==> src/rtl/riscv_state_pkg.sv <==
// Shared PMP types, CSR addresses, privilege encodings and the cfg legaliser.
package riscv_state_pkg;

  typedef enum logic [1:0] {
    PMP_OFF   = 2'b00,
    PMP_TOR   = 2'b01,
    PMP_NA4   = 2'b10,
    PMP_NAPOT = 2'b11
  } pmp_a_t;

  typedef struct packed {
    logic       l;
    logic [1:0] rsvd;
    pmp_a_t     a;
    logic       x;
    logic       w;
    logic       r;
  } pmpcfg_t;

  localparam logic [11:0] PMPCFG0  = 12'h3A0;
  localparam logic [11:0] PMPADDR0 = 12'h3B0;

  localparam logic [1:0] PRV_U = 2'b00;
  localparam logic [1:0] PRV_S = 2'b01;
  localparam logic [1:0] PRV_M = 2'b11;

  localparam int PMP_MAX = 16;

  // Reserved bits always read zero, and the reserved write-only combination
  // (w=1, r=0) is turned into no write permission.
  function automatic pmpcfg_t pmpcfg_legalize(input pmpcfg_t c);
    pmpcfg_t o;
    o      = c;
    o.rsvd = 2'b00;
    if (c.w && !c.r) o.w = 1'b0;
    return o;
  endfunction

endpackage

==> src/rtl/riscv_pmp_csr.sv <==
// M-mode PMP CSR file: pmpcfg0..3 / pmpaddr0..15 with WARL legalisation,
// L-bit locking, and a one-cycle registered request/response port.
module riscv_pmp_csr
  import riscv_state_pkg::*;
#(
  parameter int XLEN    = 32,
  parameter int PLEN    = (XLEN == 32) ? 34 : 56,
  parameter int PMP_CNT = 16
) (
  input  logic                              clk_i,
  input  logic                              rst_i,
  input  logic [1:0]                        st_prv_i,
  input  logic                              csr_req_i,
  input  logic                              csr_we_i,
  input  logic [11:0]                       csr_adr_i,
  input  logic [XLEN-1:0]                   csr_wdata_i,
  output logic                              csr_ack_o,
  output logic [XLEN-1:0]                   csr_rdata_o,
  output logic                              csr_illegal_o,
  output logic                              pmp_update_o,
  output pmpcfg_t [PMP_CNT-1:0]             st_pmpcfg_o,
  output logic [PMP_CNT-1:0][XLEN-1:0]      st_pmpaddr_o
);

  localparam int AW    = PLEN - 2;
  localparam int BYTES = XLEN / 8;

  // Full 16-entry view; unimplemented entries are tied to zero so they read 0.
  pmpcfg_t [PMP_MAX-1:0]          cfg_q;
  logic    [PMP_MAX-1:0][AW-1:0]  addr_q;
  logic    [PMP_MAX-1:0]          cfg_chg;
  logic    [PMP_MAX-1:0]          addr_chg;

  logic            is_cfg, is_addr, hit, illegal, wr_ok;
  logic [1:0]      cfg_idx;
  logic [3:0]      addr_idx;
  logic [4:0]      ent;
  logic [XLEN-1:0] rdata;

  assign cfg_idx  = csr_adr_i[1:0];
  assign addr_idx = csr_adr_i[3:0];
  assign is_cfg   = (csr_adr_i[11:2] == PMPCFG0[11:2]);
  assign is_addr  = (csr_adr_i[11:4] == PMPADDR0[11:4]);
  assign hit      = is_cfg | is_addr;
  assign illegal  = (st_prv_i != PRV_M) | ((XLEN == 64) & is_cfg & cfg_idx[0]);
  assign wr_ok    = csr_req_i & csr_we_i & hit & ~illegal;

  // Read mux: cfg registers pack one byte per entry, addr registers zero-extend.
  always_comb begin
    rdata = '0;
    ent   = '0;
    if (is_cfg) begin
      for (int j = 0; j < BYTES; j++) begin
        ent = {1'b0, cfg_idx, 2'b00} + 5'(j);
        if (!ent[4]) rdata[8*j +: 8] = cfg_q[ent[3:0]];
      end
    end else if (is_addr) begin
      rdata = XLEN'(addr_q[addr_idx]);
    end
  end

  for (genvar e = 0; e < PMP_MAX; e++) begin : g_entry
    localparam int         J = e % BYTES;
    localparam logic [1:0] K = 2'((e / BYTES) * (BYTES / 4));

    if (e < PMP_CNT) begin : g_impl
      pmpcfg_t         cfg_r, cfg_new;
      logic [AW-1:0]   addr_r, addr_new;
      logic            cfg_we, addr_we, addr_lock;

      assign cfg_new  = pmpcfg_legalize(pmpcfg_t'(csr_wdata_i[8*J +: 8]));
      assign addr_new = csr_wdata_i[AW-1:0];

      // A locked TOR entry above also protects this entry's address, since it
      // forms the bottom of that locked range.
      if (e + 1 < PMP_MAX) begin : g_tor
        assign addr_lock = cfg_r.l | (cfg_q[e+1].l & (cfg_q[e+1].a == PMP_TOR));
      end else begin : g_last
        assign addr_lock = cfg_r.l;
      end

      assign cfg_we   = wr_ok & is_cfg  & (cfg_idx == K)      & ~cfg_r.l;
      assign addr_we  = wr_ok & is_addr & (addr_idx == 4'(e)) & ~addr_lock;
      assign cfg_chg[e]  = cfg_we  & (cfg_new  != cfg_r);
      assign addr_chg[e] = addr_we & (addr_new != addr_r);

      // Entry storage; once L is set only reset clears it.
      always_ff @(posedge clk_i or posedge rst_i) begin
        if (rst_i) begin
          cfg_r  <= '0;
          addr_r <= '0;
        end else begin
          if (cfg_we)  cfg_r  <= cfg_new;
          if (addr_we) addr_r <= addr_new;
        end
      end

      assign cfg_q[e]        = cfg_r;
      assign addr_q[e]       = addr_r;
      assign st_pmpcfg_o[e]  = cfg_r;
      assign st_pmpaddr_o[e] = XLEN'(addr_r);
    end else begin : g_none
      assign cfg_q[e]    = '0;
      assign addr_q[e]   = '0;
      assign cfg_chg[e]  = 1'b0;
      assign addr_chg[e] = 1'b0;
    end
  end

  // Response stage: ack/illegal/rdata and the change pulse for the request of the previous cycle.
  always_ff @(posedge clk_i or posedge rst_i) begin
    if (rst_i) begin
      csr_ack_o     <= 1'b0;
      csr_illegal_o <= 1'b0;
      csr_rdata_o   <= '0;
      pmp_update_o  <= 1'b0;
    end else begin
      csr_ack_o     <= csr_req_i & hit;
      csr_illegal_o <= csr_req_i & hit & illegal;
      csr_rdata_o   <= (csr_req_i & hit & ~illegal) ? rdata : '0;
      pmp_update_o  <= |{cfg_chg, addr_chg};
    end
  end

endmodule

==> config.mk <==
export PLATFORM = sky130hd
export DESIGN_NAME = riscv_pmp_csr
export DESIGN_NICKNAME = d
export VERILOG_FILES = /design/src/rtl/riscv_state_pkg.sv /design/src/rtl/riscv_pmp_csr.sv
export SDC_FILE = /design/constraint.sdc
export NUM_CORES = 2
export LEC_CHECK = 0
export CORE_MARGIN = 5
export CORE_UTILIZATION = 40
export DETAILED_ROUTE_END_ITERATION = 12
export MAX_ROUTING_LAYER = met4
export PLACE_DENSITY = 0.63
export REMOVE_ABC_BUFFERS = 1
export SYNTH_ARGS = -nofsm -noshare
export SYNTH_HDL_FRONTEND = slang
export SYNTH_SLANG_ARGS = --single-unit
==> constraint.sdc <==
create_clock -name clk_i -period 31.7 [get_ports clk_i]
set_clock_uncertainty 0.2 [all_clocks]
set_input_delay 9.51 -clock clk_i [delete_from_list [all_inputs] [get_ports clk_i]]
set_output_delay 9.51 -clock clk_i [all_outputs]
set_load 0.02 [all_outputs]
Word-level counts from Yosys, hierarchy flattened
Cells that the tools add are included.
{ "word_totals": {"reg_bits": 643, "latch_bits": 0, "ramBits": 0, "rom_bits": 0, "inputBits": 50, "elab_cells": 362, "memories": 0} }
{ "op_classes": {"add_sub_neg": 3, "n_mul": 0, "n_div": 0, "order_cmp": 5, "eq_ne": 68, "n_shift": 0, "mux": 20, "n_bitwise": 155, "n_reduce_logical": 11} }
{ "op_table": {"columns": ["op", "n"], "rows": [
  ["32-bit inequality test", 16],
  ["32-bit binary-select mux with 4-bit select", 1],
  ["32-bit two-way mux", 4],
  ["1-bit bitwise AND", 107],
  ["8-bit binary-select mux with 4-bit select", 3],
  ["6-bit inequality test", 16],
  ["8-bit two-way mux", 7],
  ["2-bit by 1-bit == test with 1-bit output (second input constant)", 16],
  ["4-bit == test (second input constant)", 8],
  ["1-bit NOT", 32],
  ["32-bit OR reduction", 1],
  ["4-bit by 5-bit < comparator with 1-bit output (second input constant)", 5],
  ["8-bit binary-select mux with 2-bit select", 1],
  ["4-bit by 3-bit == test with 1-bit output (second input constant)", 4],
  ["1-bit bitwise OR", 16],
  ["4-bit by 2-bit adder with 5-bit output (second input constant)", 2],
  ["10-bit by 8-bit == test with 1-bit output (second input constant)", 1],
  ["4-bit by 2-bit == test with 1-bit output (second input constant)", 2],
  ["8-bit by 6-bit == test with 1-bit output (second input constant)", 1],
  ["4-bit by 1-bit adder with 5-bit output (second input constant)", 1],
  ["2-bit == test (second input constant)", 2],
  ["4-bit by 1-bit == test with 1-bit output (second input constant)", 1],
  ["1-bit logical AND", 4],
  ["1-bit logical NOT", 4],
  ["other kinds (4)", 7]
]} }

Depth between registers and ports, before layout
{ "logic_depth": {"word_depth": 9, "ltp_mapped": 10} }

Worst setup path before layout
No wires, ideal clock.
{ "synth_path": {"path_type": "input to register", "startpoint": "input port csr_adr_i[1]", "endpoint": "register csr_rdata_o[10]", "arrival_ns": 11.392, "slack_ns": 19.971, "stages": 8, "n_path_buf": 4, "cell_sequence": "buf_2 > buf_2 > buf_2 > buf_1 > mux4_2 > mux4_2 > nand2_1 > a21oi_1"} }
{ "synth_via": {"elab_chain_len": 6} }
{ "synth_rtl": {"columns": ["item", "line_no", "text"], "rows": [
  ["from (decl)", "riscv_pmp_csr.sv:15", "input logic [11:0] csr_adr_i,"],
  ["4-bit by 1-bit adder with 5-bit output", "riscv_pmp_csr.sv:54", "ent = {1'b0, cfg_idx, 2'b00} + 5'(j);"],
  ["8-bit binary-select mux with 4-bit select", "riscv_pmp_csr.sv:55", "if (!ent[4]) rdata[8*j +: 8] = cfg_q[ent[3:0]];"],
  ["8-bit two-way mux (implied by the code)", "riscv_pmp_csr.sv:55", null],
  ["8-bit two-way mux", "riscv_pmp_csr.sv:55", null],
  ["32-bit two-way mux (*)", "riscv_pmp_csr.sv:52", "if (is_cfg) begin"],
  ["32-bit two-way mux (*)", "riscv_pmp_csr.sv:120", "csr_rdata_o <= (csr_req_i & hit & ~illegal) ? rdata : '0;"],
  ["to (signal assigned)", "riscv_pmp_csr.sv:120", null],
  ["to (decl)", "riscv_pmp_csr.sv:18", "output logic [XLEN-1:0] csr_rdata_o,"]
]} }
Every way passes the cells marked *; elsewhere a longest branch is shown, timed or not. The select of a mux whose other input is x is not followed.
A chain may end at the register's enable or synchronous reset.

Worst setup path after layout
{ "layout_path": {"startpoint": "input port csr_adr_i[4]", "endpoint": "register pmp_update_o"} }
{ "layout_via": {"elab_chain_len": 9} }
{ "layout_rtl": {"columns": ["item", "line_no", "text"], "rows": [
  ["10-bit by 8-bit == test with 1-bit output or 8-bit by 6-bit == test with 1-bit output (tied branches)", "riscv_pmp_csr.sv:42, riscv_pmp_csr.sv:43", null],
  ["1-bit bitwise OR", "riscv_pmp_csr.sv:44", "assign hit = is_cfg | is_addr;"],
  ["1-bit bitwise AND (2 in a row)", "riscv_pmp_csr.sv:46", "assign wr_ok = csr_req_i & csr_we_i & hit & ~illegal;"],
  ["1-bit bitwise AND (on tied branches) (3 in a row)", "riscv_pmp_csr.sv:82, riscv_pmp_csr.sv:83", null],
  ["1-bit bitwise AND (on tied branches)", "riscv_pmp_csr.sv:84, riscv_pmp_csr.sv:85", null],
  ["32-bit OR reduction (*)", "riscv_pmp_csr.sv:121", "pmp_update_o <= |{cfg_chg, addr_chg};"],
  ["to (signal assigned)", "riscv_pmp_csr.sv:121", null],
  ["to (decl)", "riscv_pmp_csr.sv:20", "output logic pmp_update_o,"]
]} }
Every way passes the cells marked *; elsewhere a longest branch is shown, timed or not.

==> flow_summary.json <==
{
  "status": "complete, no violations",
  "p_per_area_nw_per_um2": 39.5,
  "htree_levels": 3,
  "insertion_delay_ns": 0.63,
  "path_max_fanout": 33,
  "setup_violations": 0,
  "num_vias": 29000,
  "cp-end-kind": "register",
  "synth_ff_type": "dfrtp_1",
  "fp.dieH_um": 311,
  "wl_per_cell_um": 39.1,
  "grt_usage_pct": 37.1,
  "fin_tns_setup_ns": 0,
  "nets": 3404,
  "seqPwrFrac_pct": 45.1,
  "synth.avg_cell_area_um2": 13.0,
  "drv_cap": 0,
  "vias_per_cell": 6.30,
  "switching_share_pct": 25.8,
  "synth_cell_type_count": 52,
  "grt_pass1_wl_mm": 248,
  "ir_worst_vdd_uv": 37.8,
  "synth.yosys.seq_area_share_pct": 44.5,
  "ctsHoldBuffers": 0,
  "synth_area_um2": 36200,
  "path_cells": "clkdlybuf4s50_1, and4_1, nand3_4, or4_2, buf_4, o21ai_0, nor4_1, nand4_1",
  "drc": 0,
  "drive_gt1_share_pct": 28.9,
  "coreArea_um2": 89900,
  "yosys-top-cells-count": "dfrtp_1 (643), mux2_2 (531), xnor2_1 (418), mux4_2 (184), xor2_1 (164)",
  "clock_power_share_pct": 46.7,
  "slew_headroom_pct": 12.0,
  "layout_min_cycle_time_ns": 12.98,
  "hold_viol": 0,
  "p_sw_uw": 469,
  "clk_pin_slew_ns": 0.06,
  "wl_mm": 180,
  "setup.worst_path.class": "input pin to register",
  "antenna_found_initial": 19,
  "port_buffers": 692,
  "grt_pass1_vias": 28900,
  "dp_hpwl_mm": 133,
  "synth_warnings": 0,
  "clockBufferDepth": 3,
  "ys_seq_elements": 643,
  "dieArea_um2": 96600,
  "crit_arrival_ns": 13.33,
  "worstMarginPinSlew_ns": 1.31,
  "globalRoute.totalOverflow": 0,
  "die_w_um": 311,
  "drt_iter0_drc": 3927,
  "synth_area_leaders": "dfrtp_1 (44%), mux2_2 (17%), mux4_2 (11%), xnor2_1 (10%), xor2_1 (4.0%)",
  "numCtsBuffers": 76,
  "p_leak_nw": 19.8,
  "cpPeakStageDelay_ns": 1.23,
  "drtAntennaViolNets": 0,
  "ctsResizeCount": 0,
  "start_util_pct": 40.3,
  "synth_top_area_share_pct": 44.5,
  "synthArstFlopShare_pct": 100,
  "hold_path_class": "register to register",
  "synth_largest_area_cell": "dfrtp_1",
  "post_cts_buffers": 0,
  "num_io_pins": 725,
  "rows": 110,
  "slew_violations": 0,
  "p_int_mw": 1.35,
  "clock_sink_count": 643,
  "startpoint_type": "input pin",
  "post-route-util_pct": 51.3,
  "root_buffer": "clkbuf_16",
  "grt_max_degree": 182,
  "slowest_stage": "clkdlybuf4s50_1",
  "synth_edf_count": 0,
  "critical_path_buf_inv_count": 2,
  "rsz0062_at_grt": "no",
  "timing.final.crit_share_pct": 41.0,
  "syn_inst": 2792,
  "syn_to_final_growth_pct": 27.4,
  "fmax_ghz": 0.0770,
  "cp_top_family": "simple AND/OR/NAND/NOR gates",
  "cp.required_ns": 32.05,
  "gp_congestion": 0.991,
  "cts_tree": "built",
  "first_pass_iters": 6,
  "yosysMostFrequentCell": "dfrtp_1",
  "power_frac_comb_pct": 8.2
}
[area by class of cell]
| class | count | area [µm²] |
|---|---|---|
| diodes | 13 | 32.5 |
| inverters | 10 | 45.0 |
| well taps | 1176 | 1470 |
| fillers | 7822 | 43800 |
| repair buffers | 757 | 7280 |
| flip-flops and latches | 643 | 16100 |
| multi-input cells | 1866 | 18800 |
| clock buffers | 113 | 2200 |
| clock inverters | 19 | 139 |
[kinds of logic (layout without fill, tap and decap cells)]
| family | count (synthesis) | after routing | share of synthesized area, % |
|---|---|---|---|
| mux | 758 | 758 | 29.7 |
| flops | 643 | 643 | 44.5 |
| xor+xnor | 582 | 582 | 14.1 |
| simple gates | 369 | 369 | 5.61 |
| buf+inv | 314 | 899 | 3.93 |
| compound gates | 125 | 125 | 2.21 |
| other cells | 1 | 45 | 0.0104 |
[layout by cell type, fill, tap and decap left out, drive strengths merged, types with 2 or more instances in the layout]
cell	instances
nand2	82
o31ai	9
nor2b	5
or3	4
mux2	574
a21oi	34
nand3	11
a31oi	4
a311o	3
a41oi	3
xnor2	418
nor4	70
clkinvlp	3
clkdlybuf4s50	656
nor3	15
xor2	164
buf	100
or4	3
a21o	16
diode	13
clkinv	13
or2	12
clkbuf	114
inv	12
nand4	112
and4	2
a311oi	3
conb	32
a211oi	8
nand2b	4
and3b	2
mux4	184
and3	11
nand3b	3
a31o	3
o21ai	32
dfrtp	643
nor2	31
[stage by stage]
step	cells	power, mW	setup WS (ns)	area, µm²	hold slack, ns
2_1_floorplan	2519	0.901	3.98	34900	0.424
3_3_place_gp	4452	0.982	18.26	43700	0.356
3_5_place_dp	4452	0.984	18.22	43700	0.360
4_1_cts	4584	1.83	18.85	46100	0.370
5_1_grt	4594	1.87	18.67	46100	0.400
6_report	4597	1.82	18.72	46100	0.370
[final timing paths]
| kind | startpoint | to | slack [ns] | cells after the start |
|---|---|---|---|---|
| setup / recovery | csr_adr_i[4] | pmp_update_o | 18.72 | 8 |
| hold / removal | st_pmpcfg_o[81] | st_pmpcfg_o[81] | 0.37 | 2 |
| setup reg to reg | g_entry[15].g_impl.addr_r[3] | pmp_update_o | 28.41 | 7 |
| hold reg to reg | st_pmpcfg_o[81] | st_pmpcfg_o[81] | 0.37 | 2 |
| max in group asynchronous | rst_i | g_entry[13].g_impl.addr_r[13] | 19.64 | 4 |
| min in group asynchronous | rst_i | g_entry[0].g_impl.addr_r[27] | 9.28 | 2 |
[worst min-delay path, delay by kind of cell (launching register included)]
family | cells | cell delay, ns
simple gates | 1 | 0.06
flops | 1 | 0.40
compound gates | 1 | 0.07
[sequential cells by signal (all words and copies together), names as in the netlist]
| signal | flops |
|---|---|
| g_entry.g_impl.addr_lock | 1 |
| pmp_update_o | 1 |
| csr_ack_o | 1 |
| st_pmpcfg_o | 95 |
| g_entry.g_impl.addr_r | 512 |
| csr_illegal_o | 1 |
| csr_rdata_o | 32 |
[power by group through the flow]
stage / Sequential (mW) / Combinational, mW / Clock (mW)
final: 0.822 / 0.149 / 0.851
after global routing: 0.822 / 0.156 / 0.891
after CTS: 0.822 / 0.147 / 0.857
after detailed placement: 0.837 / 0.146 / 0
after global placement: 0.837 / 0.145 / 0
after floorplan: 0.838 / 0.0623 / 0
[routing by layer]
metal	part of all wire (%)	up-vias	track usage, %
li1	-	11100	-
met4	6.9	0	20.3
met1	37	15200	46.0
met5	0	-	-
met2	45	2164	55.2
met3	11	482	10.4
(Power assumes the default switching activity.)
